--- src/rtl/a_sqrt_b_pkg.sv ---
// a_sqrt_b_pkg: shared widths, cycle counts and FSM state type for the
// y = a * sqrt(b) compute core.
package a_sqrt_b_pkg;

  localparam int A_W      = 8;
  localparam int B_W      = 8;
  localparam int ROOT_W   = 5;            // 4-bit root plus rounding carry
  localparam int Y_W      = 12;
  localparam int SQRT_CYC = 4;
  localparam int MUL_CYC  = 5;

  localparam int SQ_W  = B_W / 2;         // bits produced by the 8-bit root
  localparam int ACC_W = A_W + ROOT_W;    // 13-bit shift-add accumulator
  localparam int CNT_W = 3;               // covers max(SQRT_CYC, MUL_CYC)

  typedef enum logic [1:0] {
    IDLE,
    SQRT,
    MUL
  } state_t;

endpackage

--- src/rtl/a_sqrt_b_isqrt8.sv ---
// isqrt8: iterative 8-bit integer square root, bit-by-bit restoring method.
// 'start' loads the radicand and clears root/remainder; each 'step' consumes
// two radicand bits (MSB first) and produces one root bit. The root/rem
// outputs show the value as of the end of the current cycle, so the step in
// progress is already folded in and the caller can act on the final root at
// the same edge that computes it.
module isqrt8
  import a_sqrt_b_pkg::*;
(
  input  logic             clk,
  input  logic             rst,
  input  logic             start,
  input  logic             step,
  input  logic [B_W-1:0]   rad_in,
  output logic [SQ_W-1:0]  root,
  output logic [B_W-1:0]   rem
);

  logic [B_W-1:0]  rad_q;
  logic [SQ_W-1:0] root_q;
  logic [B_W-1:0]  rem_q;

  logic [B_W-1:0]  rem_sh;
  logic [B_W-1:0]  trial;
  logic [B_W-1:0]  rem_step;
  logic [SQ_W-1:0] root_step;

  // One restoring iteration: bring down two bits, try subtracting 4r+1.
  // NOTE: every always_comb output gets a default first so no path can leave
  // it unassigned and infer a latch.
  always_comb begin
    rem_sh    = (rem_q << 2) | {{(B_W-2){1'b0}}, rad_q[B_W-1 -: 2]};
    trial     = {{(B_W-SQ_W-2){1'b0}}, root_q, 2'b01};
    rem_step  = rem_sh;
    root_step = {root_q[SQ_W-2:0], 1'b0};
    if (rem_sh >= trial) begin
      rem_step  = rem_sh - trial;
      root_step = {root_q[SQ_W-2:0], 1'b1};
    end
  end

  // Present the post-step view while stepping, the held value otherwise.
  always_comb begin
    root = root_q;
    rem  = rem_q;
    if (step) begin
      root = root_step;
      rem  = rem_step;
    end
  end

  // Radicand shift register, partial root and remainder.
  // NOTE: sequential state uses non-blocking assignments so every register
  // samples pre-edge values regardless of statement order.
  always_ff @(posedge clk) begin
    if (rst) begin
      rad_q  <= '0;
      root_q <= '0;
      rem_q  <= '0;
    end else if (start) begin
      rad_q  <= rad_in;
      root_q <= '0;
      rem_q  <= '0;
    end else if (step) begin
      rad_q  <= {rad_q[B_W-3:0], 2'b00};
      root_q <= root_step;
      rem_q  <= rem_step;
    end
  end

endmodule

--- src/rtl/a_sqrt_b.sv ---
// a_sqrt_b: multi-cycle y = a * sqrt(b), 8-bit operands, 12-bit result.
// Sequence: IDLE -> SQRT (4 cycles, root MSB first) -> MUL (5 cycles,
// shift-add, root LSB first) -> IDLE, with a one-cycle y_ready pulse on the
// last MUL edge. Fixed latency of 9 cycles from the accepting edge.
// Build option: define A_SQRT_B_ROUND_EN for a round-to-nearest root
// (r+1 when b > r*r + r); undefined gives the floor root.
module a_sqrt_b
  import a_sqrt_b_pkg::*;
(
  input  logic           clk,
  input  logic           rst,
  input  logic [A_W-1:0] a_in,
  input  logic [B_W-1:0] b_in,
  input  logic           in_ready,
  output logic [Y_W-1:0] y_out,
  output logic           y_ready
);

  state_t state_q, state_d;

  logic [CNT_W-1:0]  cnt_q;
  logic [ACC_W-1:0]  mcand_q;   // a, shifted left once per MUL step
  logic [ROOT_W-1:0] root_q;    // root, shifted right once per MUL step
  logic [ACC_W-1:0]  acc_q;
  logic [ACC_W-1:0]  acc_nxt;

  logic sq_start;
  logic sq_step;
  logic last_sqrt;
  logic last_mul;

  logic [SQ_W-1:0]   sq_root;
  logic [B_W-1:0]    sq_rem;
  logic [ROOT_W-1:0] root_rnd;

  isqrt8 u_isqrt8 (
    .clk    (clk),
    .rst    (rst),
    .start  (sq_start),
    .step   (sq_step),
    .rad_in (b_in),
    .root   (sq_root),
    .rem    (sq_rem)
  );

  // Final root handed to the multiplier, optionally rounded to nearest.
`ifdef A_SQRT_B_ROUND_EN
  always_comb begin
    root_rnd = {1'b0, sq_root} + ROOT_W'(sq_rem > {{(B_W-SQ_W){1'b0}}, sq_root});
  end
`else
  logic unused_rem;
  assign unused_rem = ^sq_rem;

  always_comb begin
    root_rnd = {1'b0, sq_root};
  end
`endif

  // State register.
  always_ff @(posedge clk) begin
    if (rst) state_q <= IDLE;
    else     state_q <= state_d;
  end

  // Next-state logic; in_ready only matters in IDLE.
  always_comb begin
    state_d = state_q;
    case (state_q)
      IDLE:    if (in_ready)  state_d = SQRT;
      SQRT:    if (last_sqrt) state_d = MUL;
      MUL:     if (last_mul)  state_d = IDLE;
      default:                state_d = IDLE;
    endcase
  end

  // Control decode from state and iteration counter.
  always_comb begin
    sq_start  = (state_q == IDLE) && in_ready;
    sq_step   = (state_q == SQRT);
    last_sqrt = (state_q == SQRT) && (cnt_q == CNT_W'(SQRT_CYC - 1));
    last_mul  = (state_q == MUL)  && (cnt_q == CNT_W'(MUL_CYC - 1));
  end

  // Shift-add: add the shifted multiplicand when the current root LSB is set.
  always_comb begin
    acc_nxt = acc_q + (root_q[0] ? mcand_q : '0);
  end

  // Datapath: operand capture, root hand-off, multiply and result strobe.
  always_ff @(posedge clk) begin
    if (rst) begin
      cnt_q   <= '0;
      mcand_q <= '0;
      root_q  <= '0;
      acc_q   <= '0;
      y_out   <= '0;
      y_ready <= 1'b0;
    end else begin
      y_ready <= 1'b0;
      case (state_q)
        IDLE: begin
          if (in_ready) begin
            mcand_q <= ACC_W'(a_in);
            root_q  <= '0;
            acc_q   <= '0;
            cnt_q   <= '0;
          end
        end
        SQRT: begin
          if (last_sqrt) begin
            root_q <= root_rnd;
            cnt_q  <= '0;
          end else begin
            cnt_q  <= cnt_q + 1'b1;
          end
        end
        MUL: begin
          acc_q   <= acc_nxt;
          mcand_q <= mcand_q << 1;
          root_q  <= root_q >> 1;
          if (last_mul) begin
            y_out   <= acc_nxt[Y_W-1:0];
            y_ready <= 1'b1;
            cnt_q   <= '0;
          end else begin
            cnt_q   <= cnt_q + 1'b1;
          end
        end
        default: cnt_q <= '0;
      endcase
    end
  end

endmodule

--- config.mk ---
export PLATFORM = sky130hd
export DESIGN_NAME = a_sqrt_b
export DESIGN_NICKNAME = d
export VERILOG_FILES = /design/src/rtl/a_sqrt_b_pkg.sv /design/src/rtl/a_sqrt_b_isqrt8.sv /design/src/rtl/a_sqrt_b.sv
export SDC_FILE = /design/constraint.sdc
export NUM_CORES = 1
export LEC_CHECK = 0
export BUFFER_PORTS_ARGS = -buffer_cell sky130_fd_sc_hd__buf_2
export CELL_PAD_IN_SITES_DETAIL_PLACEMENT = 0
export CELL_PAD_IN_SITES_GLOBAL_PLACEMENT = 2
export CORE_MARGIN = 4
export CORE_UTILIZATION = 34
export CTS_BUF_LIST = sky130_fd_sc_hd__clkbuf_8
export CTS_CLUSTER_SIZE = 12
export DETAILED_ROUTE_END_ITERATION = 6
export PLACE_DENSITY = 0.89
export REMOVE_ABC_BUFFERS = 1
export SYNTH_ARGS = -nofsm -noshare
export SYNTH_HDL_FRONTEND = slang
export SYNTH_SLANG_ARGS = --single-unit
--- constraint.sdc ---
create_clock -name clk -period 2.3 [get_ports clk]
set_input_delay 0 -clock clk [delete_from_list [all_inputs] [get_ports clk]]
set_output_delay 0 -clock clk [all_outputs]
set_load 0.01 [all_outputs]
==> run metrics, run 1 <==
run status completed; length of the first detailed-routing pass in iterations 4; final setup violation count 0; primary flip-flop cell chosen by synthesis mapping dfxtp_1; mean number of vias per cell between 5 and 6; DPL Wire Length approximately 6300 µm; combinational group share of total power a little over a quarter; I/O pin count 32; maximum buffer depth of the clock tree 2; Sequential Power Share between 40 and 50%; Mapped Avg Cell Area ~8.5 µm²; wirelength, routed slightly below 9000 µm; RePlAce Congestion around 0.81; clock transition at the registers of the reported paths approximately 0.070 ns; total number of vias around 3200; CTS tree built; unrepaired setup endpoints after global routing yes; number of cell rows 37; via count of the first global-routing pass 3164; largest net degree at the start of global routing 35; max incr delay on CP around 0.46 ns; count of inserted antenna diode cells 0; fin. max-slew vios 0; required time worst endpoint 2.59 ns; horizontal extent of the die 110.4 µm; worst rel slew slack between 50% and 60%; slew of the pin with the lowest slew margin 0.6208 ns; total CTS buffers 9; maximum net fanout on the critical path 6; GRT Residual Overflow 0; kind of capture point of the worst setup path flip-flop; number of design-rule violations left by the first detailed-router iteration approximately 120; signal arrival time at the worst endpoint around 2.5 ns; Net Switching 0.9190 mW; CP cell instances inv_4, nor2_2, ha_2, inv_2, fa_2, nor2b_2, o31a_1, buf_4, o21ba_4, or4b_1, nand3_1; cell internal power dissipation 1.900 mW; cell at the root of the clock tree clkbuf_8; top cell type's share of synthesized area about 36%; slowest cell on the critical path or4b_1; worst ir drop on vdd between 0.4 and 0.5 mV; power density over the cells about 650 nW/µm²; Hold Violations, Final 0; Die Span Y roughly 110 µm; type of the setup path with the least slack flip-flop to flip-flop; most area-hungry cell type in the Yosys netlist dfxtp_1; area of the placeable core just over 10000 µm²; worst slack at placement -0.1137 ns; Maximum Capacitance Violations 0; global-route wire length before repair 14790 µm; cell family with most CP delay simple AND/OR/NAND/NOR gates; worst slack on hold paths between 0.004 and 0.005 ns; Port Buffers 31; utilization after layout roughly two fifths; fraction of synthesis flops using an asynchronous set or reset pin 0%; yosys warns 0; source-to-sink clock delay at the later pin of the worst-skew pair 0.34 ns; starting density of the core 34.71%; synthesized cell area about 3600 µm²; achievable clock frequency around 450 MHz; number of library cell types mapped by synthesis between 50 and 60; count of buffer and inverter cells on the critical path 3; clock period minus worst slack around 2.2 ns; clock skew after layout 0.006269 ns; antenna violations before repair 0; total global routing track utilization between 10% and 20%; leakage component of the power approximately 1.7 nW; post-synthesis sequential area ratio between 30% and 40%; part of the cycle the worst path needs between 90 and 100%; drc violations 0; Antenna Violating Nets Remaining 0; layout cells sized above 1 between 10% and 20%; number of synthesized flops with an enable pin 0; area of the die approximately 12000 µm²; net total in the final layout approximately 520; part of the total power dissipated in the clock network roughly 29%; wire per inst about 14 µm; Worst Hold Class input port to flip-flop; clk sink count 64; switching share of power approximately 33%; Synth Register Bits 64; post-route worst setup slack ~0.07 ns; depth of the CTS H-tree 3; Critical Path Source Type flip-flop; post-layout total power approximately 2.8 mW; top cells by area, synth dfxtp_1 36%, ha_1 8.4%, mux2i_1 5.3%; total negative setup slack 0 ns; signed area change from the synthesized netlist to the final layout 20.83%; number of instances in the synthesized netlist 421
==> cells by family after synthesis <==
logic type	count (synthesis)	share of synthesized area [%]
compound gates	115	21.92
xor+xnor	8	1.964
fa+ha+maj	25	8.979
buf+inv	40	4.314
flops	64	35.92
mux	20	5.647
simple gates	149	21.26
==> power by group through the flow <==
stage	clock (mW)	sequential, mW	combinational (mW)
after floorplan	0	1.25	0.548
after global placement	0	1.27	0.743
after detailed placement	0	1.27	0.746
after CTS	0.832	1.24	0.767
after global routing	0.873	1.26	0.854
final	0.810	1.24	0.764
==> timing repair <==
action | 4_1_cts | 5_1_grt
pin swaps | 1 | 10
hold buffers | 10 | 0
endpoints found under the setup margin | 4 | 9
cloned | 0 | 0
gates resized for setup | 3 | 19
endpoints found under the hold margin | 9 | 0
setup buffers | 0 | 4
==> worst min-delay path, stage by stage <==
cell and delay [ns]:
buf_2 0.10, mux2i_1 0.12, a211oi_1 0.08
==> layout make-up <==
cell class / instances / area, µm²
flip-flops and latches: 64 / 1286
multi-input cells: 317 / 2175
inverters: 18 / 70.07
clock inverters: 4 / 16.27
fillers: 1070 / 5967
repair buffers: 68 / 455.4
clock buffers: 10 / 137.6
well taps: 136 / 170.2
==> path summary, 6_finish.rpt <==
kind	from	endpoint	slack, ns	cells after the start
worst min-delay path	a_in[2]	mcand_q[2]$_SDFFE_PP0P_	0.004	3
worst min register to register	y_out[6]$_SDFFE_PP0P_	y_out[6]$_SDFFE_PP0P_	0.45	2
worst max register to register	root_q[0]$_SDFFE_PP0P_	acc_q[10]$_SDFFE_PP0P_	0.07	11
worst max-delay path	root_q[0]$_SDFFE_PP0P_	acc_q[10]$_SDFFE_PP0P_	0.07	11
==> per-stage QoR <==
stage	cell area, µm²	instances
4_1_cts	4238	613
6_report	4310	617
2_1_floorplan	3481	399
5_1_grt	4310	617
3_5_place_dp	3979	589
3_3_place_gp	3979	589
==> flip-flops by register name (all words and copies together) (netlist names) <==
register / count
acc_q: 12
cnt_q: 3
mcand_q: 12
root_q: 4
state_q: 2
u_isqrt8.rad_q: 8
u_isqrt8.rem_q: 6
u_isqrt8.root_q: 4
y_out: 12
y_ready: 1
==> layout by cell type, fill, tap and decap left out, types with 6 or more instances in the layout <==
| cell type | instances |
|---|---|
| nand3_1 | 16 |
| a21o_1 | 6 |
| a21oi_1 | 27 |
| nor2_1 | 39 |
| nand2_1 | 27 |
| ha_1 | 22 |
| and2_1 | 10 |
| xnor2_1 | 7 |
| dlygate4sd3_1 | 10 |
| dfxtp_1 | 62 |
| buf_2 | 32 |
| clkbuf_8 | 10 |
| buf_4 | 26 |
| inv_1 | 18 |
| o21ai_0 | 20 |
| a22oi_1 | 8 |
| a211oi_1 | 14 |
| nor3_1 | 9 |
| nand4_1 | 6 |
| nand3b_1 | 12 |
| mux2i_1 | 19 |
==> metal layers <==
metal	wire length [µm]	GRT usage [%]	share of wire, %	up-vias
met1	4147	18.39	47	1488
met4	116	5.337	1.3	0
met3	410	3.616	4.6	10
met2	4207	24.31	47	58
li1	-	-	-	1647
met5	0	0	0	-
==> synthesized netlist by cell type, types with 2 or more instances <==
library cell and number:
a31oi_1 2, o21ai_0 20, a21oi_1 28, a211oi_1 15, nand4_1 6, o211ai_1 3, nand2b_1 5, ha_1 24
and2_1 10, xnor2_1 7, nor2_1 41, a22oi_1 8, o311ai_0 3, nor3_1 9, mux2i_1 19, a32oi_1 3
o21a_1 5, dfxtp_1 64, clkbuf_1 15, nand2_1 28, nor2b_1 6, o31ai_1 2, buf_1 4, a21o_1 6
or4_1 4, a22o_1 2, inv_1 18, or3_1 5, nand3_1 16, nor3b_1 2, buf_2 3, nand3b_1 12
o31a_1 2
Note: power is estimated with default switching activity, not from simulation.
==> run 2: changes to the inputs <==
--- a/config.mk
+++ b/config.mk
@@ -8,11 +8,12 @@
 export BUFFER_PORTS_ARGS = -buffer_cell sky130_fd_sc_hd__buf_2
 export CELL_PAD_IN_SITES_DETAIL_PLACEMENT = 0
 export CELL_PAD_IN_SITES_GLOBAL_PLACEMENT = 2
-export CORE_MARGIN = 4
+export CORE_MARGIN = 2
 export CORE_UTILIZATION = 34
 export CTS_BUF_LIST = sky130_fd_sc_hd__clkbuf_8
 export CTS_CLUSTER_SIZE = 12
 export DETAILED_ROUTE_END_ITERATION = 6
+export GPL_TIMING_DRIVEN = 0
 export PLACE_DENSITY = 0.89
 export REMOVE_ABC_BUFFERS = 1
 export SYNTH_ARGS = -nofsm -noshare
==> run 2 against run 1 <==
Compared with the run above: power rose by 5.3%; first-iteration DRC count rose by 46%; sequential cell count did not move; sequential power barely moved; cell area rose by 1.6%; sequential share of layout area fell by 0.44 points; wire length fell by 0.78%; combinational power barely moved; maximum frequency fell by 2.0%; critical path depth fell by 1; via count fell by 0.62%; cell count fell by 1.9%; critical path type unchanged; critical endpoint is now acc_q[8]$_SDFFE_PP0P_; largest cell class unchanged; largest power group unchanged.
==> run metrics, run 2 (synthesis results as in run 1) <==
fin. max-slew vios 0 (unchanged); post-layout total power 2.969 mW (was 2.819 mW); type of the setup path with the least slack flip-flop to flip-flop (unchanged); achievable clock frequency 440.0 MHz (was 448.8 MHz); layout cells sized above 1 20.26% (was 19.54%); maximum buffer depth of the clock tree 2 (unchanged); clk sink count 64 (unchanged); run status completed (unchanged); max incr delay on CP 0.39 ns (was 0.46 ns); Critical Path Source Type flip-flop (unchanged); worst rel slew slack 15.82% (was 58.61%); Top Registers acc_q x12, mcand_q x12, y_out x12 (unchanged); cell family with most CP delay compound AO/OA/AOI/OAI gates (was simple AND/OR/NAND/NOR gates); DPL Wire Length 5703 µm (was 6328 µm); wire per inst 14.57 µm (was 14.39 µm); clock skew after layout 0.01043 ns (was 0.006269 ns); placed cell area 3806 µm² (was 3979 µm²); maximum net fanout on the critical path 5 (was 6); via count of the first global-routing pass 3004 (was 3164); count of inserted antenna diode cells 0 (unchanged); CP cell instances inv_4, nor2_4, ha_2, inv_2, fa_2, nor2b_2, o31a_1, o211ai_1, and2_4, a311o_1 (was inv_4, nor2_2, ha_2, inv_2, fa_2, nor2b_2, o31a_1, buf_4, o21ba_4, or4b_1, nand3_1); signed area change from the synthesized netlist to the final layout 22.76% (was 20.83%); leakage component of the power 1.651 nW (was 1.723 nW); register-to-register path setup slack 0.03 ns (was 0.07 ns); Port Buffers 31 (unchanged); horizontal extent of the die 106.4 µm (was 110.4 µm); required time worst endpoint 2.54 ns (was 2.59 ns); largest net degree at the start of global routing 71 (was 35); number of cell rows 37 (unchanged); most frequent cells in the layout 61 x dfxtp_1, 38 x nor2_1, 31 x buf_2 (was 62 x dfxtp_1, 39 x nor2_1, 32 x buf_2); Hold Violations, Final 0 (unchanged); length of the first detailed-routing pass in iterations 4 (unchanged); signal arrival time at the worst endpoint 2.51 ns (was 2.52 ns); global-route wire length before repair 14610 µm (was 14790 µm); RePlAce Congestion 0.8328 (was 0.8089); clock period minus worst slack 2.272 ns (was 2.228 ns); total number of vias 3183 (was 3203); I/O pin count 32 (unchanged); area of the die 11330 µm² (was 12190 µm²); slew of the pin with the lowest slew margin 1.263 ns (was 0.6208 ns); GRT Residual Overflow 0 (unchanged); starting density of the core 34.71% (unchanged); drc violations 0 (unchanged); wirelength, routed 8812 µm (was 8881 µm); Maximum Capacitance Violations 0 (unchanged); slowest cell on the critical path dfxtp_4 (was or4b_1); net total in the final layout 509 (was 522); Antenna Violating Nets Remaining 0 (unchanged); part of the cycle the worst path needs 98.80% (was 96.87%); unrepaired setup endpoints after global routing yes (unchanged); area of the placeable core 10280 µm² (unchanged); worst ir drop on vdd 0.4154 mV (was 0.4539 mV); source-to-sink clock delay at the later pin of the worst-skew pair 0.36 ns (was 0.34 ns); antenna violations before repair 0 (unchanged); commonest non-fill, non-tap cell in the layout dfxtp_1 (unchanged); total global routing track utilization 16.21% (was 14.65%); Fill cells 1069 (was 1070); Worst Hold Class input port to flip-flop (unchanged); CTS tree built (unchanged); total negative setup slack 0 ns (unchanged); total CTS buffers 9 (unchanged); Post-Layout Inst Area 4379 µm² (was 4310 µm²); cell at the root of the clock tree clkbuf_8 (unchanged); mean number of vias per cell 5.261 (was 5.191); clock transition at the registers of the reported paths 0.07 ns (about the same); power density over the cells 677.9 nW/µm² (was 654.0 nW/µm²); Die Span Y 106.4 µm (was 110.4 µm); number of design-rule violations left by the first detailed-router iteration 169 (was 116); final setup violation count 0 (unchanged); kind of capture point of the worst setup path flip-flop (unchanged); depth of the CTS H-tree 3 (unchanged); count of buffer and inverter cells on the critical path 2 (was 3)
==> run 2: changes by cell type in the layout (fill, tap and decap cells not counted), moves of 4 or more <==
| cell | before | now |
|---|---|---|
| ha_4 | 0 | 5 |
| buf_4 | 26 | 7 |
| ha_2 | 2 | 6 |
| dlygate4sd3_1 | 10 | 15 |
| ha_1 | 22 | 13 |
==> run 2: worst min-delay path, stage by stage <==
cell,delay [ns]
buf_2,0.11
mux2i_1,0.13
a211oi_1,0.08
==> run 2: metal layers <==
metal  part of all wire, %  up-vias  GRT usage [%]
met5                     0        -              0
met4                   1.9        0          7.050
met3                   4.2       11          3.066
met2                    45       62          25.09
met1                    49     1485          21.96
li1                      -     1625              -
==> run 2: final cells by class <==
type / instances / area (µm²) / share of cell area (%)
multi-input cells: 317 / 2275 / 51.94
clock buffers: 10 / 137.6 / 3.143
repair buffers: 55 / 389.1 / 8.886
flip-flops and latches: 64 / 1287 / 29.40
well taps: 136 / 170.2 / 3.886
inverters: 18 / 70.07 / 1.600
clock inverters: 5 / 50.05 / 1.143
==> run 2: what timing repair did <==
action | 4_1_cts | 5_1_grt
setup buffers | 3 | 6
setup endpoints to repair | 34 | 18
gates resized for setup | 15 | 29
hold buffers | 15 | 0
pin swaps | 3 | 8
endpoints found under the hold margin | 14 | 0
==> run 2: stage by stage <==
| step | cells | setup slack (ns) | util [%] | hold slack (ns) |
|---|---|---|---|---|
| 2_1_floorplan | 399 | 0.05421 | - | 0.06907 |
| 3_3_place_gp | 566 | -0.4536 | 37.03 | 0.2735 |
| 3_5_place_dp | 566 | -0.5027 | 37.03 | 0.2837 |
| 4_1_cts | 599 | 0.002407 | 41.06 | 0.0008092 |
| 5_1_grt | 605 | -0.1159 | 42.61 | 0.008308 |
| 6_report | 605 | 0.02752 | 42.61 | 0.01001 |
==> run 2: worst paths after layout <==
check,from,to,cells after the start
max,root_q[0]$_SDFFE_PP0P_,acc_q[8]$_SDFFE_PP0P_,10
min,a_in[2],mcand_q[2]$_SDFFE_PP0P_,3
max reg2reg,root_q[0]$_SDFFE_PP0P_,acc_q[8]$_SDFFE_PP0P_,10
min reg2reg,root_q[2]$_SDFFE_PP0P_,root_q[2]$_SDFFE_PP0P_,2
==> run 2: where the power goes <==
part	switching, mW	internal, mW
clock network	0.452	0.515
registers	0.0585	1.18
logic	0.449	0.313
